--- src/rtl/regfile_port_controller_if.sv ---
// Request/response bundle between a requester and the register-file port controller.
interface regfile_port_controller_if #(
  parameter int unsigned WORDSIZE = 64
);
  logic                req_valid;
  logic                req_ready;
  logic                req_write;
  logic [4:0]          req_addr_a;
  logic [4:0]          req_addr_b;
  logic [WORDSIZE-1:0] req_wdata;
  logic                rsp_valid;
  logic                rsp_ready;
  logic [WORDSIZE-1:0] rsp_data_a;
  logic [WORDSIZE-1:0] rsp_data_b;

  modport master (
    output req_valid, req_write, req_addr_a, req_addr_b, req_wdata, rsp_ready,
    input  req_ready, rsp_valid, rsp_data_a, rsp_data_b
  );

  modport slave (
    input  req_valid, req_write, req_addr_a, req_addr_b, req_wdata, rsp_ready,
    output req_ready, rsp_valid, rsp_data_a, rsp_data_b
  );
endinterface

--- src/rtl/regfile_port_controller.sv ---
// Front end owning the register file's write port and read-address ports:
// clears the file after reset, then serves read-pair / write requests.
module regfile_port_controller #(
  parameter int unsigned WORDSIZE = 64,
  parameter int unsigned SIZE     = 32,
  parameter bit          ZERO_REG = 1'b1
) (
  input  logic                clk,
  input  logic                rst,
  regfile_port_controller_if.slave bus,
  output logic                init_done_o,
  output logic                rf_write_en_o,
  output logic [4:0]          rf_write_addr_o,
  output logic [WORDSIZE-1:0] rf_write_data_o,
  output logic [4:0]          rf_addr_a_o,
  output logic [4:0]          rf_addr_b_o,
  input  logic [WORDSIZE-1:0] rf_data_a_i,
  input  logic [WORDSIZE-1:0] rf_data_b_i
);

  typedef enum logic [1:0] {INIT, IDLE, READ, RESP} state_t;

  localparam logic [5:0] CLR_END = 6'(SIZE);

  state_t              state_q;
  logic [5:0]          clr_cnt_q;
  logic                init_done_q;
  logic                req_ready_q;
  logic                rsp_valid_q;
  logic [WORDSIZE-1:0] rsp_data_a_q;
  logic [WORDSIZE-1:0] rsp_data_b_q;
  logic                rf_we_q;
  logic [4:0]          rf_waddr_q;
  logic [WORDSIZE-1:0] rf_wdata_q;
  logic [4:0]          rf_addr_a_q;
  logic [4:0]          rf_addr_b_q;

  always_ff @(posedge clk or posedge rst) begin
    if (rst) begin
      state_q      <= INIT;
      clr_cnt_q    <= '0;
      init_done_q  <= 1'b0;
      req_ready_q  <= 1'b0;
      rsp_valid_q  <= 1'b0;
      rsp_data_a_q <= '0;
      rsp_data_b_q <= '0;
      rf_we_q      <= 1'b0;
      rf_waddr_q   <= '0;
      rf_wdata_q   <= '0;
      rf_addr_a_q  <= '0;
      rf_addr_b_q  <= '0;
    end else begin
      rf_we_q <= 1'b0;
      unique case (state_q)
        INIT: begin
          // Counter runs one past the last address so the final edge retires the clear.
          if (clr_cnt_q == CLR_END) begin
            init_done_q <= 1'b1;
            req_ready_q <= 1'b1;
            state_q     <= IDLE;
          end else begin
            rf_we_q    <= 1'b1;
            rf_waddr_q <= clr_cnt_q[4:0];
            rf_wdata_q <= '0;
            clr_cnt_q  <= clr_cnt_q + 6'd1;
          end
        end
        IDLE: begin
          if (bus.req_valid) begin
            if (bus.req_write) begin
              rf_we_q    <= !(ZERO_REG && (bus.req_addr_a == 5'd0));
              rf_waddr_q <= bus.req_addr_a;
              rf_wdata_q <= bus.req_wdata;
            end else begin
              rf_addr_a_q <= bus.req_addr_a;
              rf_addr_b_q <= bus.req_addr_b;
              req_ready_q <= 1'b0;
              state_q     <= READ;
            end
          end
        end
        READ: begin
          rsp_data_a_q <= (ZERO_REG && (rf_addr_a_q == 5'd0)) ? '0 : rf_data_a_i;
          rsp_data_b_q <= (ZERO_REG && (rf_addr_b_q == 5'd0)) ? '0 : rf_data_b_i;
          rsp_valid_q  <= 1'b1;
          state_q      <= RESP;
        end
        RESP: begin
          if (bus.rsp_ready) begin
            rsp_valid_q <= 1'b0;
            req_ready_q <= 1'b1;
            state_q     <= IDLE;
          end
        end
        default: state_q <= INIT;
      endcase
    end
  end

  assign bus.req_ready  = req_ready_q;
  assign bus.rsp_valid  = rsp_valid_q;
  assign bus.rsp_data_a = rsp_data_a_q;
  assign bus.rsp_data_b = rsp_data_b_q;

  assign init_done_o     = init_done_q;
  assign rf_write_en_o   = rf_we_q;
  assign rf_write_addr_o = rf_waddr_q;
  assign rf_write_data_o = rf_wdata_q;
  assign rf_addr_a_o     = rf_addr_a_q;
  assign rf_addr_b_o     = rf_addr_b_q;

endmodule

--- src/flat_wrapper.sv ---
// flat-port wrapper written by rule: the top's interface ports become plain ports
module regfile_port_controller_flat 
#(
  parameter int unsigned WORDSIZE = 64,
  parameter int unsigned SIZE     = 32,
  parameter bit          ZERO_REG = 1'b1
)
  (clk, rst, init_done_o, rf_write_en_o, rf_write_addr_o, rf_write_data_o, rf_addr_a_o, rf_addr_b_o, rf_data_a_i, rf_data_b_i, bus_req_valid, bus_req_write, bus_req_addr_a, bus_req_addr_b, bus_req_wdata, bus_rsp_ready, bus_req_ready, bus_rsp_valid, bus_rsp_data_a, bus_rsp_data_b);
  regfile_port_controller_if #(.WORDSIZE(WORDSIZE)) bus_i ();
  input  logic clk;
  input  logic rst;
  output logic init_done_o;
  output logic rf_write_en_o;
  output logic [4:0] rf_write_addr_o;
  output logic [WORDSIZE-1:0] rf_write_data_o;
  output logic [4:0] rf_addr_a_o;
  output logic [4:0] rf_addr_b_o;
  input  logic [WORDSIZE-1:0] rf_data_a_i;
  input  logic [WORDSIZE-1:0] rf_data_b_i;
  input wire logic [$bits(bus_i.req_valid)-1:0] bus_req_valid;
  input wire logic [$bits(bus_i.req_write)-1:0] bus_req_write;
  input wire logic [$bits(bus_i.req_addr_a)-1:0] bus_req_addr_a;
  input wire logic [$bits(bus_i.req_addr_b)-1:0] bus_req_addr_b;
  input wire logic [$bits(bus_i.req_wdata)-1:0] bus_req_wdata;
  input wire logic [$bits(bus_i.rsp_ready)-1:0] bus_rsp_ready;
  output wire logic [$bits(bus_i.req_ready)-1:0] bus_req_ready;
  output wire logic [$bits(bus_i.rsp_valid)-1:0] bus_rsp_valid;
  output wire logic [$bits(bus_i.rsp_data_a)-1:0] bus_rsp_data_a;
  output wire logic [$bits(bus_i.rsp_data_b)-1:0] bus_rsp_data_b;
  assign bus_i.req_valid = bus_req_valid;
  assign bus_i.req_write = bus_req_write;
  assign bus_i.req_addr_a = bus_req_addr_a;
  assign bus_i.req_addr_b = bus_req_addr_b;
  assign bus_i.req_wdata = bus_req_wdata;
  assign bus_i.rsp_ready = bus_rsp_ready;
  assign bus_req_ready = bus_i.req_ready;
  assign bus_rsp_valid = bus_i.rsp_valid;
  assign bus_rsp_data_a = bus_i.rsp_data_a;
  assign bus_rsp_data_b = bus_i.rsp_data_b;
  regfile_port_controller #(.WORDSIZE(WORDSIZE), .SIZE(SIZE), .ZERO_REG(ZERO_REG)) u_core (.clk(clk), .rst(rst), .bus(bus_i), .init_done_o(init_done_o), .rf_write_en_o(rf_write_en_o), .rf_write_addr_o(rf_write_addr_o), .rf_write_data_o(rf_write_data_o), .rf_addr_a_o(rf_addr_a_o), .rf_addr_b_o(rf_addr_b_o), .rf_data_a_i(rf_data_a_i), .rf_data_b_i(rf_data_b_i));
endmodule
--- config.mk ---
export PLATFORM = sky130hd
export DESIGN_NAME = regfile_port_controller_flat
export DESIGN_NICKNAME = d
export VERILOG_FILES = /design/src/rtl/regfile_port_controller_if.sv /design/src/rtl/regfile_port_controller.sv /design/src/flat_wrapper.sv
export SDC_FILE = /design/constraint.sdc
export NUM_CORES = 1
export LEC_CHECK = 0
export CORE_AREA = 2 2 162 164
export CTS_BUF_LIST = sky130_fd_sc_hd__clkbuf_8
export CTS_CLUSTER_SIZE = 28
export DETAILED_ROUTE_END_ITERATION = 7
export DIE_AREA = 0 0 164 166
export PLACE_DENSITY = 0.71
export SETUP_SLACK_MARGIN = 0.15
export SLEW_MARGIN = 20
export SYNTH_ARGS = -nofsm -noshare
export SYNTH_HDL_FRONTEND = slang
export SYNTH_SLANG_ARGS = --single-unit
--- constraint.sdc ---
create_clock -name clk -period 10.2 [get_ports clk]
set_clock_uncertainty 0.2 [all_clocks]
set_input_delay 2.55 -clock clk [delete_from_list [all_inputs] [get_ports clk]]
set_output_delay 2.55 -clock clk [all_outputs]
set_load 0.005 [all_outputs]
After elaboration in Yosys (flattened, before gate mapping)
Index checks and enable logic that the tools add are counted.
{ "word_totals": {"inputBits": 207, "wordCells": 66, "regBits": 219} }
{ "classes": {"bitwise_logic": 2, "reduce_logical": 15, "add_sub_neg": 1, "n_eq_ne": 10, "mux": 26} }
{ "op_table": {"columns": ["op", "n"], "rows": [
  ["$mux 64", 5],
  ["$pmux 64 s2", 1],
  ["$logic_not 5->1", 3],
  ["$mux 5", 3],
  ["$ne 2x2->1 const B", 5],
  ["$pmux 5 s2", 1],
  ["$mux 1", 8],
  ["$mux 2", 4],
  ["$pmux 2 s4", 1],
  ["$reduce_and 4->1", 2],
  ["$add 6x1->6 const B", 1],
  ["$eq 6x6->1 const B", 1],
  ["$reduce_and 2->1", 3],
  ["$reduce_and 5->1", 1],
  ["$eq 2x2->1 const B", 2],
  ["$pmux 1 s2", 2],
  ["$reduce_bool 2->1", 2],
  ["$pmux 1 s3", 1],
  ["$reduce_and 3->1", 1],
  ["$reduce_bool 3->1", 1],
  ["$eq 2x1->1 const B", 1],
  ["$logic_not 2->1", 1],
  ["$ne 2x1->1 const B", 1],
  ["$not 1->1", 2],
  ["$logic_not 1->1", 1]
]} }

Depth between registers and ports, before layout
Gate-level depths: netlist (run 1).
{ "logic_depth": {"depth_word": 5, "depth_mapped": 9} }

Worst setup path before layout (run 1)
No wires, ideal clock.
{ "synth_path": {"path_kind": "input -> register", "startpoint": "input bus_req_valid", "endpoint": "register u_core.rf_wdata_q[10] (netlist: u_core.rf_write_data_o[10])", "arrival_ps": 3596, "stages": 6, "path_slack_ps": 6285, "cell_sequence": "mux2i_1 -> a31oi_4 -> and2_1 -> buf_6 -> buf_6 -> a31o_1"} }
{ "synth_via": {"elab_chain_len": 2} }
{ "synth_lines": {"columns": ["element", "line", "rtl"], "rows": [
  ["start: declaration", "flat_wrapper.sv:20", "input wire logic [$bits(bus_i.req_valid)-1:0] bus_req_valid;"],
  ["$ne 2x2->1 (no line)", null, null],
  ["$reduce_and 4->1 (no line)", null, null],
  ["end signal: assignment", "regfile_port_controller.sv:73", "rf_wdata_q <= bus.req_wdata;"],
  ["end: declaration", "regfile_port_controller.sv:34", "logic [WORDSIZE-1:0] rf_wdata_q;"]
]} }
Every way passes these cells.
A chain may end at the register's enable or synchronous reset.

Worst setup path in the final report (run 1)
{ "layout_path": {"startpoint": "input bus_req_valid", "endpoint": "register u_core.rf_wdata_q[4] (netlist: u_core.rf_write_data_o[4])"} }
The elaborated chain is that of the path after synthesis.

==> flow_summary.json, run 1 <==
{
  "grt_pass1_vias": 7927,
  "route.detailed.wl_per_inst_um": 17.1,
  "max_freq_mhz": 226,
  "seqPwrFrac_pct": 36.6,
  "drive_gt1_share_pct": 7.04,
  "vias": 7696,
  "drc_errors": 0,
  "critPathKind": "in2reg",
  "nets": 1492,
  "worstMarginPinSlew_ns": 0.940,
  "layoutNonFillerInstCount": 1645,
  "endpoint_kind": "register",
  "cts_tree": "built",
  "fin_crit_ns": 4.42,
  "maxCapViolations": 0,
  "place.port_buffers": 417,
  "dr.pass1.iters": 5,
  "crit_path_cell_trace": "clkdlybuf4s50_1 > mux2i_1 > a31oi_4 > buf_4 > nand2_1 > a22o_1",
  "cellLeakagePower_nw": 6.23,
  "synthFlopType": "dfrtp_1",
  "area_growth_pct": 57.7,
  "p_int_w": 0.00264,
  "ys_types": 35,
  "rsz0062_at_grt": "false",
  "cts.reportedPaths.clkPinSlew_ns": 0.05,
  "syn-num-nets": 1083,
  "placementRows": 59,
  "tns_ns": 0,
  "grt-ovfl-total": 0,
  "pwr-share-clk_pct": 20.2,
  "synth_common_cells": "dfrtp_1 (219), nand2_1 (136), inv_1 (135)",
  "clock_latency_ns": 0.52,
  "slew_headroom_pct": 37.3,
  "startpoint_type": "primary input",
  "synthMostInstantiatedCell": "dfrtp_1",
  "grt_start_max_net_pins": 93,
  "ctsResizeCount": 0,
  "cp_data_required_time_ns": 10.40,
  "ys_warn_count": 0,
  "synthCells": 869,
  "combPwrFrac_pct": 43.2,
  "via_per_inst": 4.68,
  "cts_root_buf": "clkbuf_8",
  "cts_buffer_depth": 3,
  "cp_slowest_cell": "clkdlybuf4s50_1",
  "postCtsSetupBuffers": 0,
  "antenna_left": 0,
  "clkSinkCount": 219,
  "sw_frac_of_total_pct": 33.6,
  "ys_seq_elements": 219,
  "startpoint": "bus_req_valid",
  "ir_drop_uv": 133,
  "antenna_found_initial": 5,
  "p_switching_w": 0.00134,
  "syn_area_per_cell_um2": 10.4,
  "grt_usage_pct": 20.2,
  "crit_arrival_ns": 4.61,
  "synth_area_leaders": "dfrtp_1 (61%), nand2_1 (5.7%), inv_1 (5.6%)",
  "io_pins": 418,
  "maxSlewViolCount": 0,
  "power.density_mw_per_mm2": 280,
  "dp.cells": 1572,
  "finalWirelength_mm": 28.1,
  "hp-class": "reg2reg",
  "dp_hpwl_mm": 19.8,
  "cts_buffers": 39,
  "finalCritPeriodShare_pct": 43.3,
  "crit_family": "buffers and inverters",
  "postSynth.asyncResetShare_pct": 100,
  "hold_start": "u_core.init_done_o$_DFFE_PP0P_",
  "cpPeakStageDelay_ns": 0.52,
  "gp_congestion": 0.794,
  "fp.coreArea_mm2": 0.0256,
  "synth-edff-count": 0,
  "crit_path_max_fanout": 63,
  "yosysSeqAreaShare_pct": 60.8,
  "grt_pass1_wl_mm": 43.5,
  "initial_core_util_pct": 35.2,
  "die_area_mm2": 0.0272,
  "hold_buffers": 0,
  "setup_violations": 0,
  "hold_viol_final": 0,
  "cp_num_buf_inv": 2,
  "die_x_um": 164,
  "htreeDepth": 2,
  "die_h_um": 166,
  "dr.first_iter.drc_count": 379,
  "yosysTopAreaCell": "dfrtp_1",
  "synth.top_cell.area_share_pct": 60.8,
  "r2r_start": "u_core.state_q[1]$_DFFE_PP0P_",
  "syn-cell-area_mm2": 0.00901,
  "status": "finished, final reports clean"
}
[sequential cells by signal (all words and copies together), names as in the netlist]
signal,flops
u_core.bus.req_ready,1
u_core.bus.rsp_data_a,64
u_core.bus.rsp_data_b,64
u_core.bus.rsp_valid,1
u_core.clr_cnt_q,6
u_core.init_done_o,1
u_core.rf_addr_a_o,5
u_core.rf_addr_b_o,5
u_core.rf_write_addr_o,5
u_core.rf_write_data_o,64
u_core.rf_write_en_o,1
u_core.state_q,2
[stage by stage]
stage | utilization (%) | worst slack, ns | hold slack [ns] | instance area [um2] | power (W)
after CTS | 55.5 | 5.80 | 0.277 | 14200 | 0.00404
after global placement | 52.4 | 5.31 | 0.257 | 13400 | 0.00316
after global routing | 55.5 | 5.67 | 0.291 | 14200 | 0.00427
after detailed placement | 52.4 | 5.26 | 0.264 | 13400 | 0.00321
final | 55.5 | 5.78 | 0.271 | 14200 | 0.00398
after floorplan | - | 1.46 | 0.259 | 9010 | 0.00218
[placed cells by master (no fill, tap or decap), drive strengths merged, types with 2 or more instances in the layout]
cell type	count
a21boi	56
a22o	7
a2bb2oi	5
a31o	56
and3	2
buf	8
clkbuf	52
clkdlybuf4s50	417
dfrtp	219
diode	4
ha	7
inv	150
mux2	13
mux2i	2
nand2	136
nand2b	2
nand3	2
nand3b	6
nand4	3
nor2	5
nor2b	2
o21a	2
o21ai	135
o22ai	2
or4	3
xnor2	4
[final timing paths]
path	depth (start not counted)	end	slack (ns)
setup / recovery	6	u_core.rf_write_data_o[4]$_DFFE_PP0P_	5.78
hold / removal	1	u_core.init_done_o$_DFFE_PP0P_	0.27
setup reg to reg	8	u_core.rf_write_data_o[4]$_DFFE_PP0P_	6.90
hold reg to reg	1	u_core.init_done_o$_DFFE_PP0P_	0.27
max in group asynchronous	3	u_core.bus.rsp_data_a[21]$_DFFE_PP0P_	6.13
min in group asynchronous	2	u_core.rf_write_data_o[51]$_DFFE_PP0P_	2.32
[cell families after synthesis]
logic type               synth area share (%)
AO/OA/AOI/OAI                            19.5
XOR/XNOR                                0.389
adder cells (fa/ha/maj)                 0.972
buffers and inverters                    8.63
flip-flops                               60.8
multiplexers                             1.85
AND/OR/NAND/NOR                          7.87
[metal layers]
metal	GRT usage (%)	share of wire, %
met5	0	0
met1	23.2	39
met2	33.5	48
met4	7.51	2.7
met3	8.54	11
[final cells by class]
cell class                 instances  area, um2
clock buffer                      52        716
multi-input combinational        458       2780
tap                              335        419
clock inverter                    17       68.8
sequential                       219       5480
antenna                            4       10.0
inverter                         135        514
fill                            2265      11400
timing repair buffer             425       4230
[power by group through the flow]
stage / Sequential [W] / Combinational (W) / Clock, W
2_1_floorplan: 0.00147 / 0.000712 / 0
3_3_place_gp: 0.00145 / 0.00171 / 0
3_5_place_dp: 0.00147 / 0.00174 / 0
4_1_cts: 0.00146 / 0.00175 / 0.000831
5_1_grt: 0.00150 / 0.00190 / 0.000876
6_report: 0.00146 / 0.00172 / 0.000805
Power figures use the tool's default switching activity.
==> run 2, diff against run 1 <==
--- a/config.mk
+++ b/config.mk
@@ -5,12 +5,12 @@
 export SDC_FILE = /design/constraint.sdc
 export NUM_CORES = 1
 export LEC_CHECK = 0
-export CORE_AREA = 2 2 162 164
+export CORE_AREA = 2 2 160 162
 export CTS_BUF_LIST = sky130_fd_sc_hd__clkbuf_8
 export CTS_CLUSTER_SIZE = 28
 export DETAILED_ROUTE_END_ITERATION = 7
-export DIE_AREA = 0 0 164 166
-export PLACE_DENSITY = 0.71
+export DIE_AREA = 0 0 162 164
+export PLACE_DENSITY = 0.75
 export SETUP_SLACK_MARGIN = 0.15
 export SLEW_MARGIN = 20
 export SYNTH_ARGS = -nofsm -noshare
==> constraint.sdc (replaced) <==
create_clock -name clk -period 3.7 [get_ports clk]
set_clock_uncertainty 0.2 [all_clocks]
set_input_delay 0.925 -clock clk [delete_from_list [all_inputs] [get_ports clk]]
set_output_delay 0.925 -clock clk [all_outputs]
set_load 0.005 [all_outputs]
==> run 2 against run 1 <==
Against the previous run: hold slack better by 0.019 ns; wire length up 0.21%; total power rose to 2.7 times the previous value; sequential power rose to 2.8 times the previous value; sequential share of layout area about the same; flip-flop and latch count unchanged; utilization up 1.8 points; cell count down 0.49%; setup slack worse by 4.9 ns; highest routed layer is now met5.
==> flow_summary.json, run 2 (synthesized netlist as in run 1, its figures left out) <==
{
  "status": "finished, final reports clean",
  "htreeDepth": 2,
  "dr.pass1.iters": 4,
  "endpoint_kind": "register",
  "vias": 7750,
  "rr_worst_depth": 7,
  "grt_start_max_net_pins": 144,
  "r2r_slack_ns": 0.84,
  "gr-usage-met2_pct": 33.8,
  "cts_buffers": 39,
  "die_x_um": 162,
  "grt_pass1_wl_mm": 43.4,
  "grt_usage_pct": 20.7,
  "r2r_start": "u_core.state_q[0]$_DFFE_PP0P_",
  "initial_core_util_pct": 36.3,
  "place.port_buffers": 417,
  "hold_viol_final": 0,
  "fin_crit_ns": 2.86,
  "startpoint_type": "register",
  "tns_ns": 0,
  "maxCapViolations": 0,
  "hold_start": "u_core.init_done_o$_DFFE_PP0P_",
  "cts_buffer_depth": 3,
  "place_ws_ns": 0.395,
  "cpPeakStageDelay_ns": 0.51,
  "ctsResizeCount": 0,
  "antenna_found_initial": 4,
  "clock_latency_ns": 0.51,
  "maxSlewViolCount": 0,
  "critPathKind": "reg2reg",
  "gr-usage-met3_pct": 8.31,
  "rsz0062_at_grt": "false",
  "grt_pass1_vias": 7988,
  "crit_path_cell_trace": "inv_1 > ha_1 > mux2i_1 > a31oi_4 > buf_4 > nand2_1 > a22o_1",
  "route.detailed.wl_per_inst_um": 17.2,
  "worstMarginPinSlew_ns": 0.871,
  "dp_hpwl_mm": 20.1,
  "drc_errors": 0,
  "slew_headroom_pct": 42.0,
  "ir_drop_uv": 426,
  "cp_slowest_cell": "buf_4",
  "hp-class": "reg2reg",
  "postCtsSetupBuffers": 0,
  "die_h_um": 164,
  "top_usage_layer": "met2",
  "cts.reportedPaths.clkPinSlew_ns": 0.06,
  "hold-path-endpoint": "u_core.init_done_o$_DFFE_PP0P_",
  "final_common_cell": "clkdlybuf4s50_1",
  "crit_path_max_fanout": 63,
  "hold_buffers": 0,
  "final_area_mm2": 0.0142,
  "cellLeakagePower_nw": 6.23,
  "finalCritPeriodShare_pct": 77.3,
  "drive_gt1_share_pct": 7.06,
  "place_area_mm2": 0.0135,
  "crit_arrival_ns": 3.06,
  "die_area_mm2": 0.0266,
  "placementRows": 58,
  "clkSinkCount": 219,
  "area_growth_pct": 57.7,
  "utilization_pct": 57.3,
  "antenna_left": 0,
  "cp_data_required_time_ns": 3.90,
  "grt-ovfl-total": 0,
  "whs_path_depth": 1,
  "cts_root_buf": "clkbuf_8",
  "dp.cells": 1569,
  "reg2reg_to": "u_core.rf_write_data_o[5]$_DFFE_PP0P_",
  "most-common-layout-cells": "clkdlybuf4s50_1 (417), dfrtp_1 (219), inv_1 (146)",
  "max_freq_mhz": 350,
  "fp.coreArea_mm2": 0.0248,
  "layoutNonFillerInstCount": 1637,
  "finalWirelength_mm": 28.2,
  "setup_violations": 0,
  "cts_tree": "built",
  "via_per_inst": 4.73,
  "power.density_mw_per_mm2": 770,
  "dr.first_iter.drc_count": 475,
  "nets": 1494,
  "worst_slack_ns": 0.839,
  "io_pins": 418,
  "grtUsageMet1_pct": 25.0,
  "gp_congestion": 0.825
}
## run 2: changes by cell type in the layout (fill, tap and decap cells not counted)
cell and change:
inv_8 -1, buf_12 +3, clkbuf_8 -2, buf_4 -1, inv_1 -3, clkinv_2 +1
## run 2: worst max-delay path by stage
stage                                       start                                     end
detailed placement                  bus_req_valid  u_core.rf_write_data_o[49]$_DFFE_PP0P_
global placement                    bus_req_valid  u_core.rf_write_data_o[54]$_DFFE_PP0P_
finish              u_core.state_q[0]$_DFFE_PP0P_   u_core.rf_write_data_o[5]$_DFFE_PP0P_
global route        u_core.state_q[0]$_DFFE_PP0P_   u_core.rf_write_data_o[5]$_DFFE_PP0P_
floorplan                                     rst        u_core.bus.req_ready$_DFFE_PP0P_
CTS                 u_core.state_q[0]$_DFFE_PP0P_  u_core.rf_write_data_o[33]$_DFFE_PP0P_
## run 2: report_power, final
group	internal [W]	switching [W]	leakage, nW
combinational	0.00264	0.00213	3.01
sequential	0.00342	0.000597	2.78
clock	0.00120	0.000956	0.431
total	0.00726	0.00369	6.23
## run 2: final cells by class
type / count / area (um2)
inverter: 135 / 510
antenna: 4 / 10.0
sequential: 219 / 5480
clock inverter: 14 / 55.1
fill: 2127 / 10600
clock buffer: 50 / 688
timing repair buffer: 427 / 4290
multi-input combinational: 458 / 2780
tap: 330 / 413
## run 2: stage by stage
| step | total power [W] | hold slack (ns) |
|---|---|---|
| 2_1_floorplan | 0.00602 | 0.259 |
| 3_3_place_gp | 0.00875 | 0.260 |
| 3_5_place_dp | 0.00887 | 0.263 |
| 4_1_cts | 0.0111 | 0.291 |
| 5_1_grt | 0.0118 | 0.298 |
| 6_report | 0.0109 | 0.290 |
## run 2: metal layers
| metal | vias to the layer above | wire, um |
|---|---|---|
| met2 | 334 | 13500 |
| met1 | 3691 | 11100 |
| met3 | 52 | 2870 |
| li1 | 3671 | - |
| met4 | 2 | 707 |
| met5 | - | 13 |
## run 2: critical path, delay by kind of cell (launching register included)
kind                       cells  cell delay, ns
buffers and inverters          2            0.67
adders and majority gates      1            0.39
DFF                            1            0.42
and+or+nand+nor                1            0.29
muxes                          1            0.24
AOI/OAI and AO/OA              2            0.51
